==> src/rtl/program_loader.sv <==
// program_loader
// Writer side of the instruction memory. Receives a framed byte stream over a
// valid/ready handshake, assembles instructions (high byte first), writes them
// sequentially from address 0 and verifies an XOR checksum. The cpu is held in
// reset until a frame has loaded with a matching checksum.
//
// Frame: N (count), 2*N payload bytes, checksum (XOR of header and payload).
//
// Ports:
//   clk           clock, all logic on posedge
//   rst           synchronous active-low reset
//   in_data       stream byte
//   in_valid      in_data is valid
//   in_ready      loader accepts a byte this cycle (decoded from state only)
//   start         reload request, honoured only in DONE or ERROR
//   mem_data      instruction to write (holds last written value)
//   mem_addr      write address (holds last written value)
//   mem_en_write  one-cycle write strobe
//   cpu_rst       active-high cpu reset, 1 while not DONE
//   done          program loaded and checksum matched
//   error         checksum mismatch
//   loaded_count  instructions written in the current/last frame
//
// state   | meaning
// --------+---------------------------------------------------
// IDLE    | waiting for header byte N
// HI      | waiting for instruction high byte
// LO      | waiting for instruction low byte
// WRITE   | one-cycle memory write strobe, advance address
// CSUM    | waiting for checksum byte
// DONE    | frame loaded cleanly, cpu released
// ERROR   | checksum mismatch, cpu held in reset

module program_loader #(
    parameter int INST_SIZE = 16,
    parameter int ADDR_SIZE = 8,
    parameter int BYTE_SIZE = 8
) (
    input  logic                 clk,
    input  logic                 rst,
    input  logic [BYTE_SIZE-1:0] in_data,
    input  logic                 in_valid,
    output logic                 in_ready,
    input  logic                 start,
    output logic [INST_SIZE-1:0] mem_data,
    output logic [ADDR_SIZE-1:0] mem_addr,
    output logic                 mem_en_write,
    output logic                 cpu_rst,
    output logic                 done,
    output logic                 error,
    output logic [ADDR_SIZE-1:0] loaded_count
);

    typedef enum logic [2:0] {
        S_IDLE  = 3'd0,
        S_HI    = 3'd1,
        S_LO    = 3'd2,
        S_WRITE = 3'd3,
        S_CSUM  = 3'd4,
        S_DONE  = 3'd5,
        S_ERROR = 3'd6
    } state_t;

    state_t state;
    state_t state_next;

    logic [INST_SIZE-1:0] inst;
    logic [ADDR_SIZE-1:0] addr;
    logic [ADDR_SIZE-1:0] addr_inc;
    logic [ADDR_SIZE-1:0] count_n;
    logic [BYTE_SIZE-1:0] csum;
    logic                 accept;

    // Outputs decoded purely from the registered state.
    assign in_ready     = (state == S_IDLE) || (state == S_HI) ||
                          (state == S_LO)   || (state == S_CSUM);
    assign mem_en_write = (state == S_WRITE);
    assign done         = (state == S_DONE);
    assign error        = (state == S_ERROR);
    assign cpu_rst      = (state != S_DONE);

    assign accept   = in_valid && in_ready;
    assign addr_inc = addr + ADDR_SIZE'(1);

    always_ff @(posedge clk) begin
        if (!rst) begin
            state <= S_IDLE;
        end else begin
            state <= state_next;
        end
    end

    always_comb begin
        state_next = state;
        case (state)
            S_IDLE: begin
                if (accept) begin
                    state_next = (in_data == '0) ? S_CSUM : S_HI;
                end
            end
            S_HI: begin
                if (accept) begin
                    state_next = S_LO;
                end
            end
            S_LO: begin
                if (accept) begin
                    state_next = S_WRITE;
                end
            end
            S_WRITE: begin
                state_next = (addr_inc == count_n) ? S_CSUM : S_HI;
            end
            S_CSUM: begin
                if (accept) begin
                    state_next = (in_data == csum) ? S_DONE : S_ERROR;
                end
            end
            S_DONE, S_ERROR: begin
                if (start) begin
                    state_next = S_IDLE;
                end
            end
            default: state_next = S_IDLE;
        endcase
    end

    always_ff @(posedge clk) begin
        if (!rst) begin
            inst         <= '0;
            addr         <= '0;
            count_n      <= '0;
            csum         <= '0;
            mem_data     <= '0;
            mem_addr     <= '0;
            loaded_count <= '0;
        end else begin
            case (state)
                S_IDLE: begin
                    if (accept) begin
                        count_n      <= ADDR_SIZE'(in_data);
                        csum         <= in_data;
                        addr         <= '0;
                        loaded_count <= '0;
                    end
                end
                S_HI: begin
                    if (accept) begin
                        inst[INST_SIZE-1:BYTE_SIZE] <= in_data;
                        csum                        <= csum ^ in_data;
                    end
                end
                S_LO: begin
                    if (accept) begin
                        inst[BYTE_SIZE-1:0] <= in_data;
                        csum                <= csum ^ in_data;
                        // Load the write port here so it is valid during the
                        // WRITE cycle and holds afterwards while inst is reused.
                        mem_data <= {inst[INST_SIZE-1:BYTE_SIZE], in_data};
                        mem_addr <= addr;
                    end
                end
                S_WRITE: begin
                    addr         <= addr_inc;
                    loaded_count <= loaded_count + ADDR_SIZE'(1);
                end
                default: ;
            endcase
        end
    end

endmodule

==> config.mk <==
export PLATFORM = sky130hd
export DESIGN_NAME = program_loader
export DESIGN_NICKNAME = d
export VERILOG_FILES = /design/src/rtl/program_loader.sv
export SDC_FILE = /design/constraint.sdc
export NUM_CORES = 1
export LEC_CHECK = 0
export BUFFER_PORTS_ARGS = -buffer_cell sky130_fd_sc_hd__buf_2
export CAP_MARGIN = 20
export CORE_ASPECT_RATIO = 1.25
export CORE_UTILIZATION = 60
export CTS_BUF_LIST = sky130_fd_sc_hd__clkbuf_16
export DETAILED_ROUTE_END_ITERATION = 8
export MAX_ROUTING_LAYER = met4
export PLACE_DENSITY = 0.87
export SLEW_MARGIN = 20
export SYNTH_ARGS = -nofsm -noshare
export SYNTH_HDL_FRONTEND = slang
export SYNTH_SLANG_ARGS = --single-unit
==> constraint.sdc <==
create_clock -name clk -period 3.2 [get_ports clk]
set_input_delay 0.48 -clock clk [delete_from_list [all_inputs] [get_ports clk]]
set_output_delay 0.48 -clock clk [all_outputs]
set_load 0.1 [all_outputs]
Word level (Yosys, flattened, before mapping)
Cells that the tools add are included.
{ "word_totals": {"inputBits": 12, "output_inout_bits": 37, "register_bits": 67, "wordCells": 57} }
{ "classes": {"bitwise": 1, "addsub": 2, "n_eq_ne": 15, "reduce_logical": 16, "n_mux": 15} }
{ "ops": {"columns": ["cell", "count"], "rows": [
  ["8-bit case mux with 2 select lines", 3],
  ["8-bit 2-to-1 mux", 3],
  ["3-bit 2-to-1 mux", 7],
  ["3-bit case mux with 6 select lines", 1],
  ["8-bit by 1-bit adder with 8-bit output (second input constant)", 2],
  ["8-bit equality test", 2],
  ["2-bit != test (second input constant)", 5],
  ["3-bit equality test (second input constant)", 3],
  ["8-bit zero test", 1],
  ["2-bit AND reduction", 4],
  ["8-bit bitwise XOR", 1],
  ["3-bit by 2-bit equality test with 1-bit output (second input constant)", 2],
  ["5-bit AND reduction", 1],
  ["2-bit nonzero test", 2],
  ["2-bit OR reduction", 2],
  ["3-bit by 1-bit equality test with 1-bit output (second input constant)", 1],
  ["3-bit zero test", 1],
  ["1-bit logical OR", 3],
  ["3-bit != test (second input constant)", 1],
  ["3-bit AND reduction", 1],
  ["2-bit 2-to-1 mux", 1],
  ["2-bit by 1-bit != test with 1-bit output (second input constant)", 1],
  ["1-bit logical AND", 1]
]} }

Longest topological paths before layout
Gate-level depths: netlist of the first run.
{ "logic_depth": {"depth_word": 7, "ltp_mapped": 8, "ltp_nobuf": 6} }

Least setup slack after synthesis of the first run
No wires, ideal clock.
{ "synth_path": {"path_kind": "register to output", "start": "register state[0]", "end": "output done", "path_buffers": 1, "path_slack_ps": 322, "stages_incl_launch_ff": 5, "t_required_ps": 2720, "t_arrival_ps": 2398, "path_cell_list": "dfxtp_1 clkbuf_1 nor2b_1 nand2_1 inv_1"} }
{ "synth_via": {"elab_chain_cells": 1} }
{ "synth_rtl": {"columns": ["item", "line", "text"], "rows": [
  ["start: declaration", "64", "state_t state;"],
  ["start signal: assignment", "89", "state <= state_next;"],
  ["3-bit equality test", "78", "assign done = (state == S_DONE);"],
  ["end: declaration", "49", "output logic done,"]
]} }
Every way passes these cells.

Worst setup path in the final report of the first run
{ "layout_path": {"start": "register state[1]", "end": "output mem_en_write"} }
{ "layout_via": {"elab_chain_cells": 1} }
{ "layout_rtl": {"columns": ["item", "line", "text"], "rows": [
  ["3-bit by 2-bit equality test with 1-bit output", "77", "assign mem_en_write = (state == S_WRITE);"],
  ["end: declaration", "47", "output logic mem_en_write,"]
]} }
Every way passes these cells.

==> results.json, run 1 <==
{
  "htree_num_levels": 3,
  "grt-ovfl-total": 0,
  "clk_pin_slew_ns": 0.05,
  "vdd_drop_max_uv": 365,
  "grtUsageTotal": 0.294,
  "p_comb_frac": 0.114,
  "n_antenna_cell": 0,
  "timing.final.crit_share": 0.831,
  "drv_slew": 0,
  "crit_arrival_ns": 2.18,
  "synth_edf_count": 0,
  "critPathKind": "register to primary output",
  "drt_iter0_markers": 217,
  "hold_buffers": 0,
  "p_clk_frac": 0.450,
  "maxSlewHeadroom": 0.539,
  "ys_seq_area_frac": 0.409,
  "slowest_stage": "dfxtp_1",
  "p_seq_frac": 0.436,
  "synth_warnings": 0,
  "antenna_found_initial": 0,
  "chipWidth_um": 68.1,
  "avgViaCountPerCell": 5.65,
  "tns_ns": 0,
  "dieArea_sq_mm": 0.00577,
  "synthTopCellsByCount": "nand2_1 (119), dfxtp_1 (67), a21boi_0 (38), a21oi_1 (15), clkbuf_1 (15)",
  "cts_setup_buffers": 0,
  "place_hpwl_um": 4790,
  "cts_tree": "done",
  "wl_um": 7570,
  "final_layout_size_suffix_gt1_frac": 0.162,
  "first_pass_iters": 4,
  "cts-resized-gates": 0,
  "syn-num-nets": 423,
  "synthArstFlopShare": 0,
  "worstHoldStart": "mem_data[11]",
  "ys_ff_latch": 67,
  "min_period_ns": 2.66,
  "avgRoutedWirePerCell_um": 14.8,
  "grt_max_degree": 48,
  "clock_latency_ns": 0.33,
  "crit_path_end_kind": "primary output",
  "crit_path_max_incr_delay_ns": 0.74,
  "min_path_type": "register to register",
  "use_met2": 0.448,
  "powerDensity_mw_per_mm2": 541,
  "gp_congestion": 0.932,
  "outcome": "completed",
  "met1_usage": 0.354,
  "vias": 2899,
  "timing.fmax_mhz": 376,
  "ys_top_cells_by_area": "dfxtp_1 (41%), nand2_1 (14%), a21boi_0 (8.7%), xnor2_1 (3.7%), xor2_1 (2.7%)",
  "yosysTopAreaCell": "dfxtp_1",
  "cts.sinks": 67,
  "grt_pass1_vias": 2678,
  "coreArea_sq_mm": 0.00515,
  "critPathBufInv": 2,
  "synth_ff_type": "dfxtp_1",
  "netlist_instances": 409,
  "synth_area_per_cell_sq_um": 8.02,
  "p_sw_frac": 0.255,
  "finish.utilization": 0.736,
  "rr_startpoint": "addr[0]",
  "grt_busiest_layer": "met2",
  "grt_pass1_wl_um": 12400,
  "cts_root_buf": "clkbuf_16",
  "rsz0062_at_grt": "no",
  "clock_path_buffers": 2,
  "cp_top_family": "buffers and inverters",
  "p_int_mw": 1.53,
  "path_cells": "nand3b_1 > inv_1 > buf_2",
  "postRouteAntennaNets": 0,
  "yosys.cell_types.count": 48,
  "synth_area_sq_mm": 0.00328,
  "numCtsBuffers": 9,
  "final_nets": 460,
  "fillers": 382,
  "critical_path.startpoint": "state[1]",
  "tightestPinTransition_ns": 0.691,
  "final-hold-violation-count": 0,
  "p_sw_mw": 0.523,
  "fin_skew_ns": 0.00737,
  "crit_path_start_kind": "register",
  "whs_ns": 0.448,
  "start_util": 0.636,
  "grt_util_met3": 0.0870,
  "fp-row-count": 29,
  "setup_violations": 0,
  "netlist.area_leader.share": 0.409,
  "drc": 0,
  "area_growth_pct": 15.6,
  "ios": 49,
  "maxCapViolations": 0,
  "synth.most_common_cell": "nand2_1",
  "required_ns": 2.72,
  "crit_fanout": 20,
  "leakage_nw": 1.49,
  "port-buffer-count": 48,
  "die_h_um": 84.7
}
cell families (layout without fill, tap and decap cells):
group           Yosys count  after routing  synth area share
compound gates           86             86             0.185
xor+xnor                 24             24            0.0641
fa+ha+maj                 2              2           0.00763
buf+inv                  30             72            0.0397
flops                    67             67             0.409
mux                       3              3           0.00916
simple gates            197            197             0.285
power groups by stage:
stage / sequential (mW) / clock, mW / combinational (mW)
after global routing: 0.899 / 0.970 / 0.253
final: 0.895 / 0.923 / 0.233
after global placement: 0.909 / 0 / 0.223
after CTS: 0.895 / 0.929 / 0.232
after floorplan: 0.927 / 0 / 0.155
after detailed placement: 0.911 / 0 / 0.228
layer usage:
layer  share of wire  vias up
met5               0        -
met4           0.020        0
met3           0.062       17
met2            0.49      101
met1            0.43     1330
li1                -     1451
tightest hold or removal path, cell delays in order, from the launching register on:
cell      delay (ns)
dfxtp_1         0.30
nand2_1         0.05
a21boi_1        0.05
flip-flops by register name, summed over array words and instances, names as in the netlist:
register / count
addr: 8
count_n: 8
csum: 8
inst: 8
loaded_count: 8
mem_addr: 8
mem_data: 16
state: 3
worst paths after layout:
check                  to  slack [ns]  cells past startpoint
min reg2reg  mem_data[11]        0.45                      2
max reg2reg      state[0]        0.94                      6
min          mem_data[11]        0.45                      2
max          mem_en_write        0.54                      3
cell usage in the layout, fill, tap and decap left out, types with 2 or more instances in the layout:
master / count
nand2_1: 119
dfxtp_1: 67
buf_2: 48
a21boi_0: 38
a21oi_1: 15
xnor2_1: 14
nor2_1: 13
and2_1: 13
xor2_1: 10
nand3_1: 10
clkbuf_16: 9
inv_1: 8
nor2b_1: 8
o21ai_0: 8
nand2b_1: 7
nand4_1: 5
a21boi_1: 5
nor3_1: 5
buf_4: 4
a31oi_1: 3
nor4_1: 3
o211ai_1: 3
mux2i_1: 3
nand3b_1: 2
o21a_1: 2
nor4b_1: 2
o31ai_1: 2
nor3b_2: 2
ha_1: 2
cell type report:
class	count	area, sq um	share of cell area
clock buffer	9	225	0.0594
clock inverter	7	53.8	0.0142
inverter	4	15.0	0.00396
multi-input combinational	312	1810	0.477
sequential	67	1340	0.354
tap	62	77.6	0.0205
timing repair buffer	52	270	0.0713
per-stage QoR:
step	cells	cell area, sq um	power, mW	setup slack (ns)
after floorplan	409	3280	1.08	0.322
after global placement	497	3510	1.13	1.01
after detailed placement	497	3510	1.14	0.980
after CTS	513	3790	2.06	0.569
after global routing	513	3790	2.12	0.484
final	513	3790	2.05	0.539
Note: power is estimated with default switching activity, not from simulation.
==> run 2: changes to the inputs <==
- CORE_UTILIZATION: 60 -> 51
- PLACE_DENSITY: 0.87 -> 0.79
- clock period: 3.2 -> 2.15 ns (I/O delays scaled with it)
==> run 2 against run 1 <==
- combinational power is 65% higher
- critical path depth is 1 higher
- sequential cell count stayed put
- critical path type unchanged
- setup slack worse by 0.41 ns
==> results.json, run 2 (same netlist as run 1, synthesis figures left out) <==
{
  "rsz0062_at_grt": "no",
  "start_util": 0.528,
  "most-common-layout-cells": "nand2_1 (119), dfxtp_1 (67), buf_2 (46)",
  "setup_violations": 0,
  "clk_pin_slew_ns": 0.06,
  "drt_iter0_markers": 117,
  "crit_path_end_kind": "primary output",
  "drv_slew": 0,
  "grt_busiest_layer": "met2",
  "timing.fmax_mhz": 494,
  "antenna_found_initial": 0,
  "p_int_mw": 2.43,
  "maxSlewHeadroom": 0.673,
  "clock_latency_ns": 0.33,
  "cts.sinks": 67,
  "htree_num_levels": 3,
  "dpl-instance-area_sq_mm": 0.00365,
  "crit_path_start_kind": "register",
  "leakage_nw": 1.54,
  "postRouteAntennaNets": 0,
  "grt-ovfl-total": 0,
  "powerDensity_mw_per_mm2": 814,
  "vdd_drop_max_uv": 500,
  "wl_um": 7570,
  "port-buffer-count": 48,
  "whs_ns": 0.327,
  "cts_root_buf": "clkbuf_16",
  "ios": 49,
  "p_sw_frac": 0.252,
  "grt_pass1_wl_um": 12600,
  "p_clk_frac": 0.476,
  "largest_reg_flops": 16,
  "min_period_ns": 2.02,
  "final_nets": 472,
  "grt_pass1_vias": 2790,
  "fin_skew_ns": 0.00611,
  "chipWidth_um": 73.7,
  "dieArea_sq_mm": 0.00676,
  "tns_ns": 0,
  "cts_tree": "done",
  "area_growth_pct": 21.6,
  "final-seq-area_sq_mm": 0.00134,
  "numCtsBuffers": 9,
  "finish.utilization": 0.642,
  "use_met2": 0.407,
  "gp_congestion": 0.873,
  "tightestPinTransition_ns": 0.489,
  "crit_fanout": 9,
  "fp-row-count": 32,
  "mostFrequentLayoutCell": "nand2_1",
  "p_sw_mw": 0.817,
  "grt_util_met3": 0.0549,
  "grtUsageTotal": 0.251,
  "p_seq_frac": 0.406,
  "finalWorstSetupSlack_ns": 0.127,
  "largest-register": "mem_data",
  "avgViaCountPerCell": 5.43,
  "n_antenna_cell": 0,
  "preCtsSetupSlack_ns": 0.227,
  "maxCapViolations": 0,
  "final-hold-violation-count": 0,
  "critPathKind": "register to primary output",
  "avgRoutedWirePerCell_um": 13.8,
  "final_layout_size_suffix_gt1_frac": 0.199,
  "die_h_um": 91.7,
  "timing.final.crit_share": 0.941,
  "fillers": 553,
  "min_path_type": "input port to register",
  "clock_path_buffers": 2,
  "r2r_slack_ns": 0.20,
  "place_hpwl_um": 5160,
  "coreArea_sq_mm": 0.00621,
  "multi_input_area_sq_mm": 0.00181,
  "vias": 2973,
  "grt_max_degree": 36,
  "required_ns": 1.83,
  "first_pass_iters": 4,
  "crit_arrival_ns": 1.70,
  "drc": 0,
  "fin_area_sq_mm": 0.00399,
  "p_comb_frac": 0.118,
  "met1_usage": 0.287,
  "outcome": "completed"
}
==> run 2: cell types whose count changed in the layout (fill, tap and decap cells not counted) <==
cell / previous run / this run
clkinv_4: 0 / 1
inv_2: 0 / 1
buf_4: 4 / 16
inv_1: 8 / 2
buf_2: 48 / 46
a21oi_2: 0 / 1
a21oi_1: 15 / 14
buf_12: 0 / 2
clkinvlp_4: 0 / 3
bufinv_16: 1 / 2
==> run 2: final timing paths <==
path	start	end	depth (start not counted)
setup / recovery	state[1]	cpu_rst	4
hold reg to reg	mem_data[12]	mem_data[12]	2
setup reg to reg	addr[0]	state[0]	6
hold / removal	in_data[6]	inst[14]	3
==> run 2: timing repair <==
item	in CTS	in global routing
cloned	0	0
resized for setup	1	0
hold buffers	0	0
endpoints found under the setup margin	1	1
buffers inserted	0	2
pin swaps	0	1
==> run 2: cell type report <==
| class | instances | share of cell area |
|---|---|---|
| clock buffers | 9 | 0.0565 |
| clock inverters | 7 | 0.0232 |
| inverters | 4 | 0.00471 |
| multi-input cells | 312 | 0.454 |
| flip-flops and latches | 67 | 0.336 |
| well taps | 85 | 0.0267 |
| repair buffers | 64 | 0.0979 |
==> run 2: per-stage QoR <==
stage	power, mW	instances
3_3_place_gp	1.71	530
6_report	3.25	548
4_1_cts	3.26	546
2_1_floorplan	1.61	409
5_1_grt	3.35	548
3_5_place_dp	1.72	530
==> run 2: power groups by stage <==
stage / clock network (mW) / logic [mW] / registers (mW)
5_1_grt: 1.61 / 0.419 / 1.32
3_5_place_dp: 0 / 0.377 / 1.34
4_1_cts: 1.56 / 0.381 / 1.32
6_report: 1.54 / 0.385 / 1.32
3_3_place_gp: 0 / 0.369 / 1.34
2_1_floorplan: 0 / 0.232 / 1.38
==> run 2: routing by layer <==
layer,part of all wire,vias up
met5,0,-
met4,0.017,0
met3,0.053,12
met2,0.49,90
met1,0.44,1400
li1,-,1471
==> run 2: critical path, cell delays in order, from the launching register on <==
cell and delay, ns:
dfxtp_1 0.48, buf_4 0.22, nor2b_1 0.09, nand2_1 0.13, buf_2 0.44
==> run 3: changes to the inputs <==
- CORE_UTILIZATION: 51 -> 53
- CTS_BUF_LIST: sky130_fd_sc_hd__clkbuf_16 -> sky130_fd_sc_hd__clkbuf_4 sky130_fd_sc_hd__clkbuf_8
- CTS_CLUSTER_SIZE: unset -> 16
- PLACE_DENSITY: 0.79 -> 0.82
==> run 3 against run 2 <==
- register-to-register slack about the same
- cell area down 3.2%
- sequential share of layout area grew 1.1 points
- final cell count fell by 0.91%
- combinational power down 3%
- sequential cell count unchanged
- core utilization is 1.2 points higher
- via count is 1.2% lower
- sequential power about the same
- highest routed layer unchanged
==> results.json, run 3 (same netlist as run 1, synthesis figures left out) <==
{
  "most-common-layout-cells": "nand2_1 (119), dfxtp_1 (67), buf_2 (46)",
  "r2r_slack_ns": 0.19,
  "maxSlewHeadroom": 0.671,
  "n_antenna_cell": 0,
  "grt-ovfl-total": 0,
  "final_layout_size_suffix_gt1_frac": 0.200,
  "drt_iter0_markers": 115,
  "largest_reg_flops": 16,
  "crit_end": "mem_en_write",
  "leakage_nw": 1.49,
  "coreArea_sq_mm": 0.00590,
  "whs_ns": 0.302,
  "postRouteAntennaNets": 0,
  "chipWidth_um": 72.4,
  "gp_congestion": 0.875,
  "clock_latency_ns": 0.34,
  "die_h_um": 89.9,
  "grt_pass1_wl_um": 12500,
  "grt_pass1_vias": 2809,
  "area_growth_pct": 17.7,
  "avgRoutedWirePerCell_um": 13.5,
  "drc": 0,
  "clk_pin_slew_ns": 0.07,
  "vias": 2937,
  "crit_arrival_ns": 1.72,
  "min_path_type": "input port to register",
  "fin_skew_ns": 0.00977,
  "crit_path_end_kind": "primary output",
  "timing.final.crit_share": 0.949,
  "cts_root_buf": "clkbuf_8",
  "antenna_found_initial": 0,
  "outcome": "completed",
  "timing.fmax_mhz": 490,
  "regToRegEndpoint": "state[0]",
  "vdd_drop_max_uv": 387,
  "avgViaCountPerCell": 5.41,
  "htree_num_levels": 3,
  "wl_um": 7350,
  "final_nets": 470,
  "drv_slew": 0,
  "crit_fanout": 9,
  "fp-row-count": 31,
  "crit_path_start_kind": "register",
  "min_period_ns": 2.04,
  "largest-register": "mem_data",
  "grtUsageTotal": 0.250,
  "dpl-instance-area_sq_mm": 0.00365,
  "required_ns": 1.83,
  "critical_path.startpoint": "state[0]",
  "place_hpwl_um": 5210,
  "maxCapViolations": 0,
  "grt_max_degree": 36,
  "start_util": 0.556,
  "ios": 49,
  "powerDensity_mw_per_mm2": 714,
  "fin_area_sq_mm": 0.00386,
  "first_pass_iters": 5,
  "tightestPinTransition_ns": 0.494,
  "port-buffer-count": 48,
  "cts_setup_buffers": 0,
  "rsz0062_at_grt": "no",
  "reg2reg_depth": 6,
  "power.total_mw": 2.76,
  "setup_violations": 0,
  "cts_tree": "done",
  "clock_path_buffers": 2,
  "rr_startpoint": "addr[0]",
  "cts.sinks": 67,
  "dieArea_sq_mm": 0.00651,
  "critPathKind": "register to primary output",
  "numCtsBuffers": 9,
  "mostFrequentLayoutCell": "nand2_1",
  "final-hold-violation-count": 0
}
[run 3: cell count changes in the layout (fill, tap and decap cells not counted), moves of 2 or more]
| cell | previous run | this run |
|---|---|---|
| clkbuf_8 | 0 | 11 |
| clkbuf_16 | 9 | 0 |
| buf_4 | 16 | 14 |
| clkinvlp_4 | 3 | 1 |
[run 3: cell type report]
type                            count  area (sq um)
Fill cell                         535          2040
Multi-Input combinational cell    312          1810
Sequential cell                    67          1340
Timing Repair Buffer               62           375
Clock buffer                       12           159
Tap cell                           82           103
Clock inverter                      4          48.8
Inverter                            4          18.8
[run 3: report_power, final]
group | internal, mW | switching, mW | total, mW
Sequential | 1.28 | 0.0341 | 1.32
Combinational | 0.131 | 0.243 | 0.375
Clock | 0.610 | 0.456 | 1.07
Total | 2.02 | 0.733 | 2.76
[run 3: what timing repair did]
item | in CTS | in global routing
endpoints found under the setup margin | 0 | 3
gates resized for setup | 0 | 2
hold endpoints to repair | 0 | 0
hold buffers | 0 | 0
[run 3: layer usage]
layer	up-vias	GRT usage	routed length, um
met5	-	-	0
met4	0	0.134	168
met3	18	0.0381	331
met2	82	0.410	3710
met1	1372	0.288	3130
li1	1465	-	-
[run 3: metrics by stage]
| step | TNS (ns) | setup slack, ns | utilization | std cells |
|---|---|---|---|---|
| floorplan | -0.735 | -0.422 | - | 409 |
| finish | 0 | 0.109 | 0.655 | 543 |
| CTS | 0 | 0.0433 | 0.654 | 543 |
| global route | 0 | 0.0396 | 0.655 | 543 |
| global placement | 0 | 0.260 | 0.619 | 527 |
| detailed placement | 0 | 0.204 | 0.619 | 527 |
[run 3: how the worst min path moves through the flow]
stage	slack [ns]	depth (start not counted)	end	from
2_1_floorplan	0.43	2	mem_data[11]	inst[11]
3_3_place_gp	0.44	2	mem_data[11]	mem_data[11]
3_5_place_dp	0.45	2	mem_addr[3]	mem_addr[3]
4_1_cts	0.30	3	count_n[7]	in_data[7]
5_1_grt	0.30	3	count_n[7]	in_data[7]
6_report	0.30	3	inst[14]	in_data[6]
[run 3: critical path, stage by stage, from the launching register on]
cell,delay [ns]
dfxtp_1,0.51
nand3b_1,0.27
inv_2,0.23
buf_4,0.18
buf_12,0.17
